File: config.mk
export PLATFORM = sky130hd
export DESIGN_NAME = if_stage
export DESIGN_NICKNAME = d
export VERILOG_FILES = /design/src/rtl/if_stage.sv
export SDC_FILE = /design/constraint.sdc
export NUM_CORES = 1
export LEC_CHECK = 0
export ABC_AREA = 0
export BUFFER_PORTS_ARGS = -buffer_cell sky130_fd_sc_hd__buf_2
export CAP_MARGIN = 30
export CORE_AREA = 4 4 157 159
export CTS_BUF_LIST = sky130_fd_sc_hd__clkbuf_16
export DETAILED_ROUTE_END_ITERATION = 7
export DIE_AREA = 0 0 161 163
export PLACE_DENSITY = 0.77
export SLEW_MARGIN = 20
export SYNTH_ARGS = -nofsm -noshare
export SYNTH_HDL_FRONTEND = slang
export SYNTH_SLANG_ARGS = --single-unit
File: constraint.sdc
create_clock -name CLK -period 2.8 [get_ports CLK]
set_clock_uncertainty 0.05 [all_clocks]
set_input_delay 0.28 -clock CLK [delete_from_list [all_inputs] [get_ports CLK]]
set_output_delay 0.28 -clock CLK [all_outputs]
set_load 0.03 [all_outputs]
File: src/rtl/if_stage.sv
// if_stage: PC register, instruction-memory fetch control and IF/ID register with stall hold buffer and branch redirect
module if_stage #(
  parameter logic [31:0] RESET_PC = 32'h0000_0000,
  parameter logic [31:0] NOP = 32'h0000_0013
) (
  input  logic        CLK,
  input  logic        RESET,
  input  logic        STALL,
  input  logic        BRANCH_TAKEN,
  input  logic [31:0] BRANCH_TARGET,
  output logic        IMEM_READ,
  output logic [31:0] IMEM_ADDRESS,
  input  logic [31:0] IMEM_READDATA,
  input  logic        IMEM_BUSY,
  output logic [31:0] PC_OUT,
  output logic [31:0] PC_PLUS_FOUR_OUT,
  output logic [31:0] INSTRUCTION_OUT,
  output logic        VALID_OUT
);
  typedef enum logic [1:0] {S_FETCH, S_WAIT, S_DISCARD} state_t;
  state_t state, state_n;
  logic [31:0] pc, req_addr, hold_addr, hold_data;
  logic hold_valid, done, pending;
  assign IMEM_READ = !RESET && !hold_valid;
  assign IMEM_ADDRESS = state == S_FETCH ? pc : req_addr;
  assign done = IMEM_READ && !IMEM_BUSY;
  assign pending = IMEM_READ && IMEM_BUSY;
  // a request still outstanding after this edge keeps the memory port busy: WAIT normally, DISCARD if redirected
  always_comb begin
    state_n = pending ? (BRANCH_TAKEN ? S_DISCARD : (state == S_FETCH ? S_WAIT : state)) : S_FETCH;
  end
  // PC, request address, hold buffer and IF/ID register; redirect beats hold drain, which beats delivery
  always_ff @(posedge CLK) begin
    if (RESET) begin
      state <= S_FETCH;
      pc <= RESET_PC;
      req_addr <= RESET_PC;
      hold_valid <= 1'b0;
      hold_addr <= '0;
      hold_data <= NOP;
      PC_OUT <= '0;
      PC_PLUS_FOUR_OUT <= '0;
      INSTRUCTION_OUT <= NOP;
      VALID_OUT <= 1'b0;
    end else begin
      state <= state_n;
      req_addr <= IMEM_ADDRESS;
      if (BRANCH_TAKEN) begin
        pc <= BRANCH_TARGET & ~32'h3;
        hold_valid <= 1'b0;
        PC_OUT <= '0;
        PC_PLUS_FOUR_OUT <= '0;
        INSTRUCTION_OUT <= NOP;
        VALID_OUT <= 1'b0;
      end else if (hold_valid && !STALL) begin
        hold_valid <= 1'b0;
        PC_OUT <= hold_addr;
        PC_PLUS_FOUR_OUT <= hold_addr + 32'd4;
        INSTRUCTION_OUT <= hold_data;
        VALID_OUT <= 1'b1;
      end else if (done && state != S_DISCARD) begin
        pc <= IMEM_ADDRESS + 32'd4;
        if (STALL) begin
          hold_valid <= 1'b1;
          hold_addr <= IMEM_ADDRESS;
          hold_data <= IMEM_READDATA;
        end else begin
          PC_OUT <= IMEM_ADDRESS;
          PC_PLUS_FOUR_OUT <= IMEM_ADDRESS + 32'd4;
          INSTRUCTION_OUT <= IMEM_READDATA;
          VALID_OUT <= 1'b1;
        end
      end
    end
  end
endmodule
==> impl_metrics.yaml <==
critical_path:
  cp.arrival_ps: 2360
  cpPeakStageDelay_ps: 390
  worst_path_most_repeated_cell: "buf_4"
  crit_fanout: 21
  crit_required_ps: 2470
  critical_path_class: "reg2out"
  path_cells: "or2_2 > buf_4 > mux2i_1 > buf_4 > inv_1 > buf_2"
  r2r_setup_slack_ps: 130
  setup.worst_path.start: "state[0]"
  r2r_start: "state[0]"
  critical_path.slowest_cell: "dfxtp_1"
  ff2ff_path_depth: 7
  startpoint_type: "flip-flop"
  r2r-end: "PC_PLUS_FOUR_OUT[26]"
  crit_path_end_kind: "output port"
logic_synthesis:
  syn_area_mm2: 0.0103
  yosys_warnings: 0
  synthArstFlopShare: 0
  synth_edf_count: 0
  synthCells: 1262
  synth_fp_nets: 1333
  syn_avg_cell_area_um2: 8.17
  ys_seq_area_frac: 0.439
  synthFlopType: "dfxtp_1"
  ys_seq_elements: 226
  synth.distinct_cells: 68
floorplanning:
  fp.dieH_um: 163
  die_w_um: 161
  pin_count: 199
  coreArea_mm2: 0.0233
  rows: 56
  initial_utilization: 0.443
  die-area_mm2: 0.0262
placement:
  dp.final_hpwl_mm: 23.5
  port_buffers: 196
  gp_congestion: 0.948
  dp_cells: 1737
global_routing:
  grtUsageTotal: 0.244
  grt_start_max_net_pins: 99
  grt_pass1_vias: 9584
  grt-ovfl-total: 0
  grt_busiest_layer: "met2"
  use_met1: 0.344
  gr-usage-met2: 0.380
  antenna_found_initial: 1
  use_met3: 0.0456
  grt_first_pass_wirelength_mm: 52.2
clock_tree:
  clkTransAtPathRegs_ps: 60
  clk_latency_ps: 510
  cts_tree: "built"
  cts_made_buffers: 24
  clock_sinks: 226
  clk_path_buf_depth: 3
  cts-root-buf: "clkbuf_16"
  htreeDepth: 1
pwr:
  power_frac_comb: 0.128
  vdd_drop_max_v: 0.000381
  internal-power_mw: 5.55
  swShare: 0.264
  clkPwrFrac: 0.421
  powerDensity_mw_per_mm2: 574
  power.static_leakage_nw: 5.37
  seqPwrFrac: 0.451
  power_mw: 7.54
  p_sw_mw: 1.99
status:
  run_status: "finished, final reports clean"
drt:
  antenna_left: 0
  drc: 0
  wl_mm: 33.7
  drt-wirelength-per-cell_um: 18.5
  vias: 10300
  drtIter0Drc: 1077
  vias_per_cell: 5.67
  first_pass_iters: 7
sta:
  setup_viol: 0
  finalHoldViolCount: 0
  finalMaxSlewViolations: 0
  max_freq_mhz: 371
  period_needed_ps: 2690
  worst_pin_slew_ps: 786
  finalCritPeriodShare: 0.962
  relSlewSlack: 0.476
flow_run:
  maxCapViolCount: 0
worst_hold_path:
  holdPathEnd: "pc[14]"
  holdCritStartpoint: "BRANCH_TARGET[14]"
  hold_depth: 3
  hp-class: "in2reg"
finish:
  area_growth_pct: 27.4
  layout-drive-gt1-share: 0.218
  fin_cells: 1823
  num-fill-cells: 2090
  layout.nets: 1559
power by group through the flow:
stage	combinational [mW]	sequential (mW)	clock (mW)
4_1_cts	0.949	3.39	3.20
3_3_place_gp	0.884	3.46	0
6_report	0.969	3.40	3.17
5_1_grt	1.04	3.41	3.34
3_5_place_dp	0.898	3.46	0
2_1_floorplan	0.536	3.48	0
final cells by class:
class	instances	area, um2	area share
multi-input cells	898	5350	0.407
flip-flops and latches	226	4520	0.345
repair buffers	306	1970	0.150
clock buffers	25	626	0.0476
well taps	319	399	0.0304
clock inverters	16	146	0.0111
inverters	32	120	0.00915
diodes	1	2.50	0.000191
Yosys cell counts, types with 5 or more instances:
master / count / area share
xnor2_1: 43 / 0.037
buf_2: 15 / 0.0073
o211ai_1: 52 / 0.038
mux2i_1: 30 / 0.029
dfxtp_1: 226 / 0.44
a211oi_1: 36 / 0.026
o221ai_1: 5 / 0.0042
xor2_1: 6 / 0.0051
or4bb_1: 7 / 0.0076
nor2_1: 136 / 0.050
nor3_1: 14 / 0.0068
a221oi_1: 7 / 0.0059
nor3b_1: 27 / 0.020
nand3_1: 25 / 0.012
o2bb2ai_1: 5 / 0.0042
o22ai_1: 19 / 0.012
nand4_1: 14 / 0.0085
buf_1: 5 / 0.0018
a22oi_1: 12 / 0.0087
clkbuf_1: 81 / 0.029
a2bb2oi_1: 5 / 0.0042
a311oi_1: 30 / 0.025
nand2_1: 237 / 0.086
inv_1: 32 / 0.012
a21oi_1: 95 / 0.046
o21ai_0: 20 / 0.0097
repair_timing:
| item | 4_1_cts | 5_1_grt |
|---|---|---|
| endpoints found under the hold margin | 66 | 0 |
| endpoints found under the setup margin | 0 | 6 |
| setup buffers | 0 | 1 |
| resized for setup | 0 | 6 |
| hold buffers | 43 | 0 |
worst max path at each step:
stage                                 to  slack [ps]  cells past startpoint
floorplan           PC_PLUS_FOUR_OUT[26]           9                     13
global placement                  pc[31]         180                      7
detailed placement  PC_PLUS_FOUR_OUT[28]         150                      8
CTS                     IMEM_ADDRESS[22]          50                      5
global route            IMEM_ADDRESS[23]          -8                      5
finish                  IMEM_ADDRESS[17]         110                      6
cell families (layout without fill, tap and decap cells):
family,after synthesis,count (layout),share of synthesized area
adders and majority gates,2,2,0.00243
and+or+nand+nor,500,500,0.221
xor gates and xnor gates,49,49,0.0416
muxes,31,31,0.0302
DFF,226,226,0.439
AOI/OAI and AO/OA,316,316,0.210
buffers and inverters,138,379,0.0550
other,0,1,0
flip-flops by register name (all words and copies together) (netlist names):
register	count
hold_valid	1
hold_addr	32
PC_OUT	32
pc	32
INSTRUCTION_OUT	32
PC_PLUS_FOUR_OUT	30
req_addr	32
hold_data	32
VALID_OUT	1
state	2
stage by stage:
| stage | cell area, um2 | hold WS, ps | setup WS [ps] | util | TNS [ps] |
|---|---|---|---|---|---|
| after floorplan | 10400 | 354 | 9.19 | - | 0 |
| after global placement | 11900 | 386 | 176 | 0.511 | 0 |
| after detailed placement | 11900 | 392 | 145 | 0.511 | 0 |
| after CTS | 13100 | 2.67 | 53.8 | 0.563 | 0 |
| after global routing | 13100 | 30.0 | -7.61 | 0.564 | -7.61 |
| final | 13100 | 7.22 | 106 | 0.564 | 0 |
metal layers:
metal  wire [um]  vias up  part of all wire
met4        1140        0             0.034
li1            -     4909                 -
met2       14900      506              0.44
met3        3250       86             0.096
met5           0        -                 0
met1       14400     4827              0.43
cells in the final DEF (no fill, tap or decap), types with 6 or more instances in the layout:
| master | n |
|---|---|
| a21oi_1 | 95 |
| dlygate4sd3_1 | 43 |
| nand2_1 | 237 |
| nor2_1 | 136 |
| xor2_1 | 6 |
| buf_4 | 64 |
| buf_2 | 195 |
| a211oi_1 | 36 |
| or4bb_1 | 7 |
| nand4_1 | 14 |
| o211ai_1 | 52 |
| xnor2_1 | 43 |
| inv_1 | 37 |
| nand3_1 | 25 |
| a221oi_1 | 7 |
| o21ai_0 | 20 |
| a311oi_1 | 30 |
| mux2i_1 | 24 |
| dfxtp_1 | 226 |
| clkbuf_16 | 25 |
| mux2i_2 | 6 |
| nor3_1 | 14 |
| o22ai_1 | 19 |
| a22oi_1 | 11 |
| nor3b_1 | 27 |
critical path, delay by kind of cell (launching register included):
kind / cells / cell delay (ps)
mux: 1 / 380
simple gates: 1 / 250
flops: 1 / 390
buf+inv: 4 / 820
Note: power is estimated with default switching activity, not from simulation.
